File: src/rtl/uprog_pkg.sv
// Shared encodings for the microprogram sequencer: opcodes, test selects,
// controller states and microword field offsets as functions of ADDR_W.
package uprog_pkg;

    localparam logic [1:0] OP_CONT = 2'd0;
    localparam logic [1:0] OP_BR   = 2'd1;
    localparam logic [1:0] OP_CALL = 2'd2;
    localparam logic [1:0] OP_RET  = 2'd3;

    localparam logic [1:0] TST_NONE = 2'd0;
    localparam logic [1:0] TST_X1   = 2'd1;
    localparam logic [1:0] TST_X2   = 2'd2;
    localparam logic [1:0] TST_X3   = 2'd3;

    typedef enum logic {
        IDLE = 1'b0,
        RUN  = 1'b1
    } state_t;

    // Microword is {OP[2], TEST[2], POL, ADDR[ADDR_W], Z[3]}, MSB first.
    localparam int Z_LSB    = 0;
    localparam int ADDR_LSB = 3;

    function automatic int uw_width(input int aw);
        return aw + 8;
    endfunction

    function automatic int pol_bit(input int aw);
        return aw + 3;
    endfunction

    function automatic int test_lsb(input int aw);
        return aw + 4;
    endfunction

    function automatic int op_lsb(input int aw);
        return aw + 6;
    endfunction

endpackage

File: src/rtl/microprogram_rom.sv
// Writable control store: one synchronous write port and one asynchronous
// read port so the sequencer can fetch and execute in the same cycle.
module microprogram_rom #(
    parameter int ADDR_W = 4,
    parameter int UW     = ADDR_W + 8
) (
    input  logic              clk,
    input  logic              we,
    input  logic [ADDR_W-1:0] wr_addr,
    input  logic [UW-1:0]     wr_data,
    input  logic [ADDR_W-1:0] rd_addr,
    output logic [UW-1:0]     rd_data
);

    logic [UW-1:0] mem [2**ADDR_W];

    always_ff @(posedge clk) begin
        if (we) begin
            mem[wr_addr] <= wr_data;
        end
    end

    assign rd_data = mem[rd_addr];

endmodule

File: src/rtl/microprogram_sequencer.sv
// Micro-PC sequencer: executes one microword per cycle from the control store,
// with conditional branch, single-level call/return and a Start/Busy/Done handshake.
module microprogram_sequencer
    import uprog_pkg::*;
#(
    parameter int ADDR_W     = 4,
    parameter int START_ADDR = 0
) (
    input  logic              Clk,
    input  logic              Rst,
    input  logic              Start,
    input  logic              X1,
    input  logic              X2,
    input  logic              X3,
    input  logic              Prog_We,
    input  logic [ADDR_W-1:0] Prog_Addr,
    input  logic [ADDR_W+7:0] Prog_Data,
    output logic              Z1,
    output logic              Z2,
    output logic              Z3,
    output logic              Busy,
    output logic              Done,
    output logic              Err
);

    localparam int UW       = uw_width(ADDR_W);
    localparam int OP_LSB   = op_lsb(ADDR_W);
    localparam int TEST_LSB = test_lsb(ADDR_W);
    localparam int POL_BIT  = pol_bit(ADDR_W);

    state_t            state_reg, state_next;
    logic [ADDR_W-1:0] upc_reg, upc_next;
    logic [ADDR_W-1:0] ret_reg, ret_next;
    logic              rv_reg, rv_next;
    logic [2:0]        z_reg, z_next;
    logic              done_reg, done_next;
    logic              err_reg, err_next;

    logic [UW-1:0]     word;
    logic [1:0]        w_op;
    logic [1:0]        w_test;
    logic              w_pol;
    logic [ADDR_W-1:0] w_addr;
    logic [2:0]        w_z;
    logic [ADDR_W-1:0] upc_inc;
    logic [ADDR_W-1:0] start_pc;
    logic              xsel;
    logic              cond;
    logic              rom_we;

    assign rom_we = Prog_We && (state_reg == IDLE);

    microprogram_rom #(
        .ADDR_W (ADDR_W),
        .UW     (UW)
    ) u_rom (
        .clk     (Clk),
        .we      (rom_we),
        .wr_addr (Prog_Addr),
        .wr_data (Prog_Data),
        .rd_addr (upc_reg),
        .rd_data (word)
    );

    assign w_op     = word[OP_LSB +: 2];
    assign w_test   = word[TEST_LSB +: 2];
    assign w_pol    = word[POL_BIT];
    assign w_addr   = word[ADDR_LSB +: ADDR_W];
    assign w_z      = word[Z_LSB +: 3];
    assign upc_inc  = upc_reg + ADDR_W'(1);
    assign start_pc = ADDR_W'(START_ADDR);

    always_comb begin
        xsel = 1'b0;
        case (w_test)
            TST_X1:  xsel = X1;
            TST_X2:  xsel = X2;
            TST_X3:  xsel = X3;
            default: xsel = 1'b0;
        endcase
    end

    assign cond = (w_test == TST_NONE) ? 1'b1 : (xsel ^ w_pol);

    always_comb begin
        state_next = state_reg;
        upc_next   = upc_reg;
        ret_next   = ret_reg;
        rv_next    = rv_reg;
        z_next     = z_reg;
        done_next  = 1'b0;
        err_next   = err_reg;
        case (state_reg)
            IDLE: begin
                z_next = 3'b000;
                if (Start) begin
                    state_next = RUN;
                    upc_next   = start_pc;
                    rv_next    = 1'b0;
                    err_next   = 1'b0;
                end
            end
            RUN: begin
                z_next   = w_z;
                upc_next = upc_inc;
                if (cond) begin
                    case (w_op)
                        OP_BR: upc_next = w_addr;
                        OP_CALL: begin
                            // Only one return level: a nested call clobbers it and is flagged.
                            if (rv_reg) begin
                                err_next = 1'b1;
                            end
                            ret_next = upc_inc;
                            rv_next  = 1'b1;
                            upc_next = w_addr;
                        end
                        OP_RET: begin
                            if (rv_reg) begin
                                upc_next = ret_reg;
                                rv_next  = 1'b0;
                            end else begin
                                state_next = IDLE;
                                z_next     = 3'b000;
                                done_next  = 1'b1;
                            end
                        end
                        default: upc_next = upc_inc;
                    endcase
                end
            end
            default: state_next = IDLE;
        endcase
    end

    always_ff @(posedge Clk) begin
        if (Rst) begin
            state_reg <= IDLE;
            upc_reg   <= '0;
            ret_reg   <= '0;
            rv_reg    <= 1'b0;
            z_reg     <= 3'b000;
            done_reg  <= 1'b0;
            err_reg   <= 1'b0;
        end else begin
            state_reg <= state_next;
            upc_reg   <= upc_next;
            ret_reg   <= ret_next;
            rv_reg    <= rv_next;
            z_reg     <= z_next;
            done_reg  <= done_next;
            err_reg   <= err_next;
        end
    end

    assign Z1   = z_reg[2];
    assign Z2   = z_reg[1];
    assign Z3   = z_reg[0];
    assign Busy = (state_reg == RUN);
    assign Done = done_reg;
    assign Err  = err_reg;

endmodule

File: config.mk
export PLATFORM = sky130hd
export DESIGN_NAME = microprogram_sequencer
export DESIGN_NICKNAME = d
export VERILOG_FILES = /design/src/rtl/uprog_pkg.sv /design/src/rtl/microprogram_rom.sv /design/src/rtl/microprogram_sequencer.sv
export SDC_FILE = /design/constraint.sdc
export NUM_CORES = 1
export LEC_CHECK = 0
export BUFFER_PORTS_ARGS = -buffer_cell sky130_fd_sc_hd__clkbuf_2
export CORE_AREA = 2 2 206 107
export CTS_CLUSTER_DIAMETER = 50
export DETAILED_ROUTE_END_ITERATION = 10
export DIE_AREA = 0 0 208 109
export PLACE_DENSITY = 0.64
export SLEW_MARGIN = 20
export SYNTH_ARGS = -nofsm -noshare
export SYNTH_HDL_FRONTEND = slang
export SYNTH_HIERARCHICAL = 1
export SYNTH_SLANG_ARGS = --single-unit
File: constraint.sdc
create_clock -name Clk -period 2.88 [get_ports Clk]
set_input_delay 0.72 -clock Clk [delete_from_list [all_inputs] [get_ports Clk]]
set_output_delay 0.72 -clock Clk [all_outputs]
set_load 0.01 [all_outputs]
Word level (Yosys, flattened, before mapping)
Memories as Yosys holds them, arrays and structs flattened. A register that Yosys moved wholly into a read port is not among the register bits.
Cells that the tools add are included.
- ROM bits: 0
- input bits: 23
- output and inout port bits: 6
- memories kept: 1
- bits in latches: 0
- RAM bits: 192
- flip-flop bits (word level): 15
- word-level logic and storage cells: 60
- memories (name ; words ; bits a word ; read ports ; clocked after memory_dff ; write ports ; line ; text):
    u_rom.mem ; 16 ; 12 ; 1 ; 1 ; 1 ; microprogram_rom.sv:15 ; logic [UW-1:0] mem [2**ADDR_W];
- div/mod/pow operators: 0
- add/sub/neg operators: 1
- bitwise gates (word level): 4
- magnitude comparators: 0
- equality and inequality tests: 11
- reductions and logical operators: 7
- $mul: 0
- multiplexer cells: 29
- shift operators: 0
- operator list (cell ; count):
    4-bit two-way mux ; 5
    4-bit case mux with 2 select lines ; 2
    1-bit two-way mux ; 13
    3-bit two-way mux ; 3
    2-bit equality test (second input constant) ; 4
    1-bit case mux with 2 select lines ; 4
    2-bit by 1-bit inequality test with 1-bit output (second input constant) ; 3
    3-bit case mux with 2 select lines ; 1
    3-bit AND reduction ; 2
    4-bit by 1-bit adder with 4-bit output (second input constant) ; 1
    2-bit by 1-bit equality test with 1-bit output (second input constant) ; 2
    4-bit AND reduction ; 1
    4-bit OR reduction ; 1
    3-bit by 1-bit inequality test with 1-bit output (second input constant) ; 1
    1-bit inverter ; 3
    1-bit case mux with 3 select lines ; 1
    2-bit logical NOT ; 1
    2-bit inequality test (second input constant) ; 1
    2-bit OR reduction ; 1
    1-bit logical AND ; 1
    1-bit XOR ; 1

Depth between registers and ports, before layout
Gate-level depths: netlist of run 1.
- depth after elaboration: 8
- depth in mapped cells: 11
- mapped depth without buffers: 9

Modules after synthesis
The synthesis of run 1 kept the hierarchy.
- modules (own cells, without submodules) (module ; times used ; area an instance (µm²) ; cells each):
    microprogram_rom ; 1 ; 7359.6 ; 317
    microprogram_sequencer ; 1 ; 814.5 ; 91

Worst setup path before layout of run 1
OpenSTA, ideal clock, no wires.
- path type: flip-flop to flip-flop
- start: register upc_reg[0]
- end: register upc_reg[0]
- data required time: 2.763 ns
- arrival time: 2.848 ns
- period minus slack after synthesis: 2.965 ns
- path slack: -0.085 ns
- stages on the path, launching flop included: 11
- cells stage by stage: dfxtp_1 -> buf_2 -> mux4_2 -> a22oi_1 -> nand2_1 -> xor2_1 -> o22ai_1 -> or3_1 -> buf_2 -> a221o_1 -> a32o_1
- longest elaborated chain between the ends: 5
- RTL lines (what ; line ; text):
    start: declaration ; microprogram_sequencer.sv:32 ; logic [ADDR_W-1:0] upc_reg, upc_next;
    start signal: assignment ; microprogram_sequencer.sv:147 ; upc_reg <= upc_next;
    4-bit by 1-bit adder with 4-bit output * ; microprogram_sequencer.sv:70 ; assign upc_inc = upc_reg + ADDR_W'(1);
    4-bit two-way mux ; microprogram_sequencer.sv:119 ; if (rv_reg) begin
    4-bit case mux with 2 select lines ; microprogram_sequencer.sv:107 ; case (w_op)
    4-bit two-way mux * ; microprogram_sequencer.sv:106 ; if (cond) begin
    4-bit case mux with 2 select lines * ; microprogram_sequencer.sv:93 ; case (state_reg)
Every way passes the cells marked *; elsewhere a longest branch is shown, timed or not.
A chain may end at the register's enable or synchronous reset.

Worst setup path after layout of run 1
Ends and elaborated chain as after synthesis.

==> metrics.md, run 1 <==
| Metric | Value |
|---|---|
| Vias | `about 4,200` |
| Routed vias/inst | `5.44` |
| Hold slack | `around 0.51 ns` |
| DRT Wirelength | `between 15 and 20 mm` |
| Fin. max-slew vios | `0` |
| Slowest stage cell, crit path | `mux4_2` |
| Max reg flops | `roughly 190` |
| DIE AREA | `between 20,000 and 25,000 sq um` |
| Static Leakage | `~3.2 nW` |
| Post-Place Cell Area | `approximately 8900 sq um` |
| Worst-Margin Slew | `around 0.51 ns` |
| Nets | `~500` |
| Slew headroom | `0.660` |
| # rows | `38` |
| Detailed Routing Iterations Pass 1 | `4` |
| Number of max-cap violations | `0` |
| Commonest non-fill, non-tap cell in the layout | `edfxtp_1` |
| Final WS setup | `~0.13 ns` |
| Clk slew on worst S/H paths | `0.06 ns` |
| Core footprint | `roughly 21,000 sq um` |
| CP endpoint kind | `register` |
| Final number of setup-violating endpoints | `0` |
| Status | `finished clean` |
| Clock Root Buffer | `clkbuf_16` |
| Final Hold Viols | `0` |
| Critical Path Max Stage Delay | `0.51 ns` |
| Clock skew | `0.00608 ns` |
| Internal power | `between 5 and 6 mW` |
| Register area share after synthesis | `0.742` |
| Sink Count | `around 210` |
| Syn_area_per_cell | `roughly 20 sq um` |
| Number of global-route vias before repair | `around 4,300` |
| Synth Instances | `~410` |
| Combinational Power Share | `0.142` |
| Crit path DAT | `between 3 and 4 ns` |
| Largest net degree at the start of global routing | `18` |
| Unique masters post-synth | `38` |
| DRT antenna net count | `0` |
| Antenna violations before repair | `1` |
| Most frequent cells in the layout | `192 x edfxtp_1, 43 x buf_4, 33 x mux4_2` |
| Fin cells | `around 780` |
| Longest Clk Path Bufs | `3` |
| Clock share of power | `0.372` |
| Layout cells sized above 1 | `0.296` |
| Crit Path Class | `register to register` |
| WL per Instance | `23.5 um` |
| Port-buffer cells | `28` |
| Die Y | `109 um` |
| Post-synthesis simple-gate area fraction | `0.0430` |
| Routability congestion estimate | `0.866` |
| I/O pin total | `29` |
| Crit path max fanout | `8` |
| VDD IR max | `360 uV` |
| Iter 0 DRT Violations | `between 200 and 300` |
| Mux share of post-synthesis cell area | `0.151` |
| GR Overflow Total | `0` |
| First-pass GRT wire length | `about 27 mm` |
| Crit path required time | `roughly 3.3 ns` |
| Placed Cells | `739` |
| Seq pwr share | `0.485` |
| H-tree levels | `1` |
| Initial Util | `0.389` |
| Power per cell area | `723 nW/um^2` |
| Post-synthesis xor/xnor area fraction | `0.00536` |
| Area delta synth->final | `17.5%` |
| Synth Area in Adders | `0.00612` |
| Synthesized flop and latch total | `between 200 and 250` |
| Startpoint types | `register` |
| Sw Pwr | `approximately 1.6 mW` |
| Cell area after layout | `~9600 sq um` |
| Hold-fix buffers, CTS | `0` |
| Gr usage total | `0.166` |
| CP Cell Sequence | `buf_4, mux4_2, a22oi_1, nand2_1, nand2b_1, o22ai_1, or3_1, a221o_1, a32o_1` |
| Dpl ws | `0.0667 ns` |
| Synth Area in Compound Gates | `0.0364` |
| Clk_lat worst skew | `around 0.49 ns` |
| Final min period | `roughly 2.7 ns` |
| Drt drc | `0` |
| Fmax | `0.364 GHz` |
| Worst hold path class | `register to register` |
| Net Sw Frac | `0.232` |
| Die Span X | `208 um` |
| TritonCTS clock tree | `built` |
| Warnings from Yosys | `6` |
| Tcrit/Tclk final | `0.954` |
| Area of the mapped netlist | `8170 sq um` |
| Largest family of logic cells by synthesized area | `multiplexers` |
| Mapped Nets | `about 440` |
| TritonCTS buffer count | `19` |
| Detailed Place HPWL | `between 10 and 15 mm` |
## cells in the mapped netlist, drive strengths merged
library cell,n,area [sq um]
ha,4,50.1
and3,5,36.3
mux2i,6,60.1
nor2,23,86.3
xnor2,2,17.5
a21oi,2,10.0
inv,5,18.8
a41oi,1,8.76
o211a,1,10.0
nand2,18,67.6
or3b,1,8.76
nand2b,5,31.3
o21a,1,7.51
and2,1,6.26
xor2,3,26.3
a32o,1,10.0
mux2,3,33.8
a22o,2,17.5
o22ai,2,12.5
a221o,1,10.0
buf,9,81.3
edfxtp,192,5770
nand3,3,15.0
o21ai,3,15.0
nor2b,5,31.3
mux4,48,1140
or3,1,6.26
nor3,7,40.0
o311ai,1,8.76
clkbuf,9,33.8
dfxtp,15,300
a22oi,25,188
nand3b,3,22.5
## through the flow
| step | power [mW] | util | setup TNS [ns] |
|---|---|---|---|
| 6_report | 6.95 | 0.457 | 0 |
| 5_1_grt | 7.22 | 0.457 | -0.00318 |
| 4_1_cts | 6.97 | 0.454 | 0 |
| 3_5_place_dp | 4.39 | 0.424 | 0 |
| 3_3_place_gp | 4.36 | 0.424 | 0 |
| 2_1_floorplan | 4.07 | - | 0 |
## cell families (layout without fill, tap and decap cells)
| group | Yosys count | after routing |
|---|---|---|
| AO/OA/AOI/OAI | 40 | 40 |
| XOR/XNOR | 5 | 5 |
| adder cells (fa/ha/maj) | 4 | 4 |
| buffers and inverters | 23 | 112 |
| flip-flops | 207 | 207 |
| multiplexers | 57 | 57 |
| other | 0 | 1 |
| AND/OR/NAND/NOR | 72 | 72 |
## worst max-delay path, delay by kind of cell, from the launching register on
family | cells | cell delay [ns]
AOI/OAI and AO/OA | 4 | 0.85
buffers and inverters | 1 | 0.18
DFF | 1 | 0.43
muxes | 1 | 0.51
and+or+nand+nor | 3 | 0.65
## layout make-up
| class | count | area [sq um] |
|---|---|---|
| clock buffer | 24 | 514 |
| inverter | 5 | 18.8 |
| tap | 280 | 350 |
| antenna | 1 | 2.50 |
| fill | 1784 | 11400 |
| timing repair buffer | 74 | 523 |
| sequential | 207 | 6070 |
| clock inverter | 9 | 125 |
| multi-input combinational | 178 | 2000 |
## power groups by stage
stage	registers, mW	clock network (mW)	logic (mW)
2_1_floorplan	3.42	0	0.650
3_3_place_gp	3.44	0	0.918
3_5_place_dp	3.45	0	0.944
4_1_cts	3.38	2.65	0.946
5_1_grt	3.38	2.78	1.06
6_report	3.37	2.59	0.989
## what timing repair did
action | CTS | global route
resized for setup | 0 | 1
buffers inserted | 0 | 5
endpoints found under the setup margin | 0 | 10
## worst paths after layout
kind	end	from	slack, ns	cells after the start
max	upc_reg[0]	upc_reg[0]	0.13	9
min	ret_reg[2]	ret_reg[2]	0.51	2
max reg2reg	upc_reg[0]	upc_reg[0]	0.13	9
min reg2reg	ret_reg[2]	ret_reg[2]	0.51	2
## routing by layer
layer,global-route usage,vias up,part of all wire
met4,0.0420,2,0.021
met2,0.233,140,0.41
met3,0.0380,35,0.068
met1,0.258,2216,0.50
li1,-,1840,-
met5,0,-,0.00071
(Power assumes the default switching activity.)
==> run 2: changes to the inputs <==
CORE_AREA = 2 2 164 134   (was 2 2 206 107)
DIE_AREA = 0 0 166 136   (was 0 0 208 109)
MAX_ROUTING_LAYER = met4   (was not set)
SYNTH_HIERARCHICAL = not set   (was 1)
==> run 2 against run 1 <==
First-iteration DRC count up 42%. Count of clock-buffer cells in the layout up 3. Power rose by 12%. Critical endpoint is now ret_reg[0]. Largest power group unchanged.
==> metrics.md, run 2 <==
| Metric | Value |
|---|---|
| Most common cell in the synthesized netlist | `edfxtp_1` |
| I/O pin total | `29` |
| Initial Util | `0.391` |
| Die Y | `~140 um` |
| Register area share after synthesis | `0.746` |
| Tot Pwr | `between 7 and 8 mW` |
| Die Span X | `approximately 170 um` |
| Mapped Nets | `about 430` |
| DIE AREA | `between 20,000 and 25,000 sq um` |
| Most frequent cells in the layout | `192 x edfxtp_1, 55 x mux4_2, 33 x buf_4` |
| VDD IR max | `between 500 and 600 uV` |
| Drt drc | `0` |
| Startpoint types | `register` |
| Final number of setup-violating endpoints | `0` |
| Crit path max fanout | `7` |
| Power per cell area | `roughly 800 nW/um^2` |
| Async S/R FF share, synth | `0` |
| Routability congestion estimate | `between 0.8 and 0.9` |
| Core footprint | `between 20,000 and 25,000 sq um` |
| GR Overflow Total | `0` |
| Post-layout util | `0.463` |
| TritonCTS buffer count | `20` |
| Met1 Usage GRT | `0.222` |
| Cell area after layout | `9770 sq um` |
| Post-synth EDFFs | `192` |
| Cell taking the most area after synthesis | `edfxtp_1` |
| Final Hold Viols | `0` |
| Max reg flops | `about 190` |
| GR peak layer | `met2` |
| Number of max-cap violations | `0` |
| DRT Wirelength | `17.9 mm` |
| Fin. max-slew vios | `0` |
| Worst hold path class | `register to register` |
| Worst-Margin Slew | `0.600 ns` |
| Iter 0 DRT Violations | `approximately 420` |
| Critical Path Max Stage Delay | `slightly above 0.5 ns` |
| Nets | `around 500` |
| Syn_area_per_cell | `20.6 sq um` |
| Clk_lat worst skew | `just under 0.5 ns` |
| CP Cell Sequence | `buf_12, mux4_2, mux4_2, inv_1, ha_1, nand2_1, or2_1, or3_1, a21oi_1` |
| Gr usage total | `0.164` |
| Vias | `4,236` |
| Commonest non-fill, non-tap cell in the layout | `edfxtp_1` |
| Setup_tns | `0 ns` |
| Clock skew | `~0.0069 ns` |
| Clock Root Buffer | `clkbuf_16` |
| Sink Count | `211` |
| Crit path required time | `3.29 ns` |
| Warnings from Yosys | `0` |
| Routed vias/inst | `5.54` |
| Detailed Routing Iterations Pass 1 | `5` |
| DRT antenna net count | `0` |
| Final min period | `about 2.7 ns` |
| Detailed Place HPWL | `between 10 and 15 mm` |
| Slowest stage cell, crit path | `mux4_2` |
| Area delta synth->final | `18.6%` |
| First-pass GRT wire length | `26.8 mm` |
| Crit Path Class | `register to register` |
| TritonCTS clock tree | `built` |
| Proportion of netlist area held by the largest area contributor | `0.700` |
| Status | `finished clean` |
| Crit path top cell by count | `mux4_2` |
| Leading post-synthesis cells by cell area | `edfxtp_1 70%, mux4_2 15%, dfxtp_1 4.6%, nor2_1 0.82%, mux4_1 0.64%` |
| Clk slew on worst S/H paths | `approximately 0.060 ns` |
| Synth Instances | `400` |
| Most common library cells after synthesis | `192 x edfxtp_1, 55 x mux4_2, 19 x dfxtp_1` |
| Tcrit/Tclk final | `0.942` |
| Post-Place Cell Area | `9010 sq um` |
| WL per Instance | `around 23 um` |
| Port-buffer cells | `28` |
| Longest Clk Path Bufs | `3` |
| Largest net degree at the start of global routing | `37` |
| Number of global-route vias before repair | `4,351` |
| M2 GR Usage | `0.263` |
| CP endpoint kind | `register` |
| # rows | `48` |
| H-tree levels | `1` |
| Area of the mapped netlist | `about 8000 sq um` |
| Slew headroom | `0.600` |
| Fmax | `about 0.37 GHz` |
| Synthesized flop and latch total | `about 210` |
| GRT met3 Usage | `0.0309` |
| Unique masters post-synth | `between 40 and 50` |
| RSZ-0062 raised after global routing | `no` |
| Layout cells sized above 1 | `0.338` |
| Static Leakage | `about 3.1 nW` |
| Main synth FF type | `edfxtp_1` |
| Antenna violations before repair | `1` |
| Crit path DAT | `about 3.1 ns` |
## run 2: cell types whose count changed in the layout (fill, tap and decap cells not counted), moves of 3 or more
cell,before,now
nor2_1,23,18
mux4_1,15,2
nand4_1,0,3
a21oi_1,2,7
nand2_1,18,13
a22oi_1,25,2
buf_4,43,33
nand3b_1,3,0
clkbuf_1,3,6
mux4_2,33,55
dfxtp_1,13,17
buf_12,3,7
a311oi_1,0,3
## run 2: worst paths after layout
path | start | to | slack [ns] | cells after the start
min | ret_reg[1] | ret_reg[1] | 0.53 | 2
max | register | ret_reg[0] | 0.17 | 9
max reg2reg | register | ret_reg[0] | 0.17 | 9
min reg2reg | ret_reg[1] | ret_reg[1] | 0.53 | 2
## run 2: routing by layer
layer | wire length, um | vias up
met5 | 0 | -
met4 | 403 | 0
met3 | 1090 | 35
met2 | 8450 | 156
met1 | 7990 | 2235
li1 | - | 1810
## run 2: repair_timing
action	in CTS	in global routing
setup endpoints to repair	0	15
setup buffers	0	5
gates resized for setup	0	5
hold buffers	0	0
## run 2: critical path: cells and delay by family, from the launching register on
family          cells  cell delay [ns]
mux                 2             1.01
simple gates        3             0.64
flops               1             0.42
buf+inv             2             0.26
fa+ha+maj           1             0.15
compound gates      1             0.15
## run 2: cells by family (layout without fill, tap and decap cells)
group | Yosys count | count (layout) | synth area share
flip-flops | 211 | 211 | 0.746
AND/OR/NAND/NOR | 67 | 67 | 0.0410
multiplexers | 62 | 62 | 0.163
AO/OA/AOI/OAI | 32 | 32 | 0.0282
buffers and inverters | 20 | 108 | 0.0118
adder cells (fa/ha/maj) | 4 | 4 | 0.00607
XOR/XNOR | 4 | 4 | 0.00425
other | 0 | 1 | 0
## run 2: final cells by class
cell class                 instances  area [sq um]
clock inverter                     9           119
multi-input combinational        169          2040
clock buffer                      27           548
tap                              275           344
antenna                            1          2.50
fill                            1719         11300
timing repair buffer              69           556
sequential                       211          6150
inverter                           3          11.3
## run 2: report_power, final
| group | switching, mW | leakage, nW | internal [mW] |
|---|---|---|---|
| Combinational | 0.839 | 0.928 | 0.758 |
| Clock | 1.07 | 0.321 | 1.61 |
| Sequential | 0.0706 | 1.89 | 3.43 |
## run 2: per-stage QoR
stage	setup WS [ns]	instances	hold slack (ns)
after floorplan	0.0100	400	0.450
after detailed placement	0.0176	722	0.499
after global placement	0.116	722	0.464
final	0.166	764	0.532
after CTS	0.00435	758	0.508
after global routing	0.0937	764	0.546
==> run 3: changes to the inputs <==
BUFFER_PORTS_ARGS = -buffer_cell sky130_fd_sc_hd__buf_2   (was -buffer_cell sky130_fd_sc_hd__clkbuf_2)
==> run 3 against run 2 <==
Clock power decreased by 5%. Via count down 1.4%. Flip-flop and latch count stayed put. Count of clock-buffer cells in the layout down 2. Global-route usage is 0.068 points higher. Cell count fell by 0.26%. Cell area shrank 1.4%. Sequential power is essentially flat. Setup slack got worse by 0.076 ns. Critical path depth did not move. Utilization is 0.63 points lower.
==> metrics.md, run 3 (synthesized netlist as in run 2, its figures left out) <==
| Metric | Value |
|---|---|
| Status | `finished clean` |
| Final number of setup-violating endpoints | `0` |
| Clock Root Buffer | `clkbuf_16` |
| Final Hold Viols | `0` |
| Tot Pwr | `approximately 7.5 mW` |
| Fin cells | `762` |
| Post-Place Cell Area | `around 9000 sq um` |
| Nets | `502` |
| Iter 0 DRT Violations | `530` |
| Largest net degree at the start of global routing | `37` |
| Most frequent cells in the layout | `192 x edfxtp_1, 55 x mux4_2, 38 x buf_4` |
| Crit Path Class | `register to register` |
| Crit path DAT | `about 3.2 ns` |
| RSZ-0062 raised after global routing | `yes` |
| Drt drc | `0` |
| WL per Instance | `between 20 and 25 um` |
| First-pass GRT wire length | `26.6 mm` |
| Commonest non-fill, non-tap cell in the layout | `edfxtp_1` |
| Worst hold path class | `register to register` |
| Fin. max-slew vios | `0` |
| Crit path required time | `~3.3 ns` |
| Layout cells sized above 1 | `0.331` |
| Hold slack | `0.486 ns` |
| Tcrit/Tclk final | `0.969` |
| Gr usage total | `0.165` |
| Final WS setup | `around 0.09 ns` |
| DRT Wirelength | `roughly 18 mm` |
| H-tree levels | `1` |
| Longest Clk Path Bufs | `3` |
| Routed vias/inst | `between 5 and 6` |
| Clk_lat worst skew | `0.49 ns` |
| Max reg flops | `around 190` |
| Number of max-cap violations | `0` |
| Multi-input logic area | `2020 sq um` |
| GR Overflow Total | `0` |
| TritonCTS buffer count | `21` |
| Core footprint | `around 21,000 sq um` |
| Antenna violations before repair | `1` |
| Cell area after layout | `roughly 9600 sq um` |
| Static Leakage | `roughly 3.1 nW` |
| Routability congestion estimate | `0.899` |
| Fillers | `1,769` |
| CP endpoint kind | `register` |
| Setup_tns | `0 ns` |
| Detailed Routing Iterations Pass 1 | `5` |
| Die Y | `roughly 140 um` |
| Placed Cells | `727` |
| Post-layout util | `0.457` |
| Power per cell area | `approximately 780 nW/um^2` |
| Fmax | `between 0.3 and 0.4 GHz` |
| Final min period | `around 2.8 ns` |
| Die Span X | `between 150 and 200 um` |
| Dpl ws | `around 0.13 ns` |
| Clk slew on worst S/H paths | `0.06 ns` |
| Crit path max fanout | `16` |
| Number of global-route vias before repair | `approximately 4,200` |
| Port-buffer cells | `28` |
| # rows | `48` |
| Clock skew | `~0.012 ns` |
| TritonCTS clock tree | `built` |
| VDD IR max | `between 400 and 500 uV` |
| Worst-Margin Slew | `between 0.6 and 0.7 ns` |
| Vias | `approximately 4,200` |
| DIE AREA | `between 20,000 and 25,000 sq um` |
| Slew headroom | `0.597` |
| Detailed Place HPWL | `11.7 mm` |
| Startpoint types | `register` |
| Sink Count | `211` |
| I/O pin total | `29` |
| Register area | `6150 sq um` |
| DRT antenna net count | `0` |
| Area delta synth->final | `16.9%` |
| Initial Util | `0.391` |
## run 3: what timing repair did
action / CTS / global route
resized for setup: 0 / 2
setup endpoints to repair: 0 / 7
setup buffers: 0 / 0
hold buffers: 0 / 0
## run 3: area by class of cell
class | count | share of cell area
inverters | 3 | 0.00117
clock inverters | 9 | 0.00831
multi-input cells | 169 | 0.210
repair buffers | 69 | 0.0504
diodes | 1 | 0.000260
flip-flops and latches | 211 | 0.638
well taps | 275 | 0.0357
clock buffers | 25 | 0.0561
## run 3: final timing paths
check,cells after the start,start,slack [ns],endpoint
max,9,register,0.09,ret_reg[0]
min,2,ret_reg[0],0.49,ret_reg[0]
max reg2reg,9,register,0.09,ret_reg[0]
min reg2reg,2,ret_reg[0],0.49,ret_reg[0]
## run 3: routing by layer
layer | share of wire | up-vias | track usage
li1 | - | 1813 | -
met1 | 0.46 | 2213 | 0.231
met2 | 0.47 | 127 | 0.254
met3 | 0.053 | 25 | 0.0300
met4 | 0.017 | 0 | 0.0401
met5 | 0 | - | -
## run 3: power breakdown
group          internal (mW)  leakage, nW  total (mW)  switching, mW
sequential              3.43         1.89        3.50         0.0668
clock                   1.43        0.299        2.53           1.10
combinational          0.716        0.902        1.50          0.784
total                   5.57         3.09        7.53           1.95
## run 3: worst max-delay path, cell delays in order (launching register included)
cell	delay, ns
dfxtp_4	0.39
buf_12	0.18
mux4_2	0.52
mux4_2	0.56
inv_1	0.11
ha_1	0.14
nand2_1	0.10
or2_1	0.27
or3_1	0.31
a21oi_1	0.12
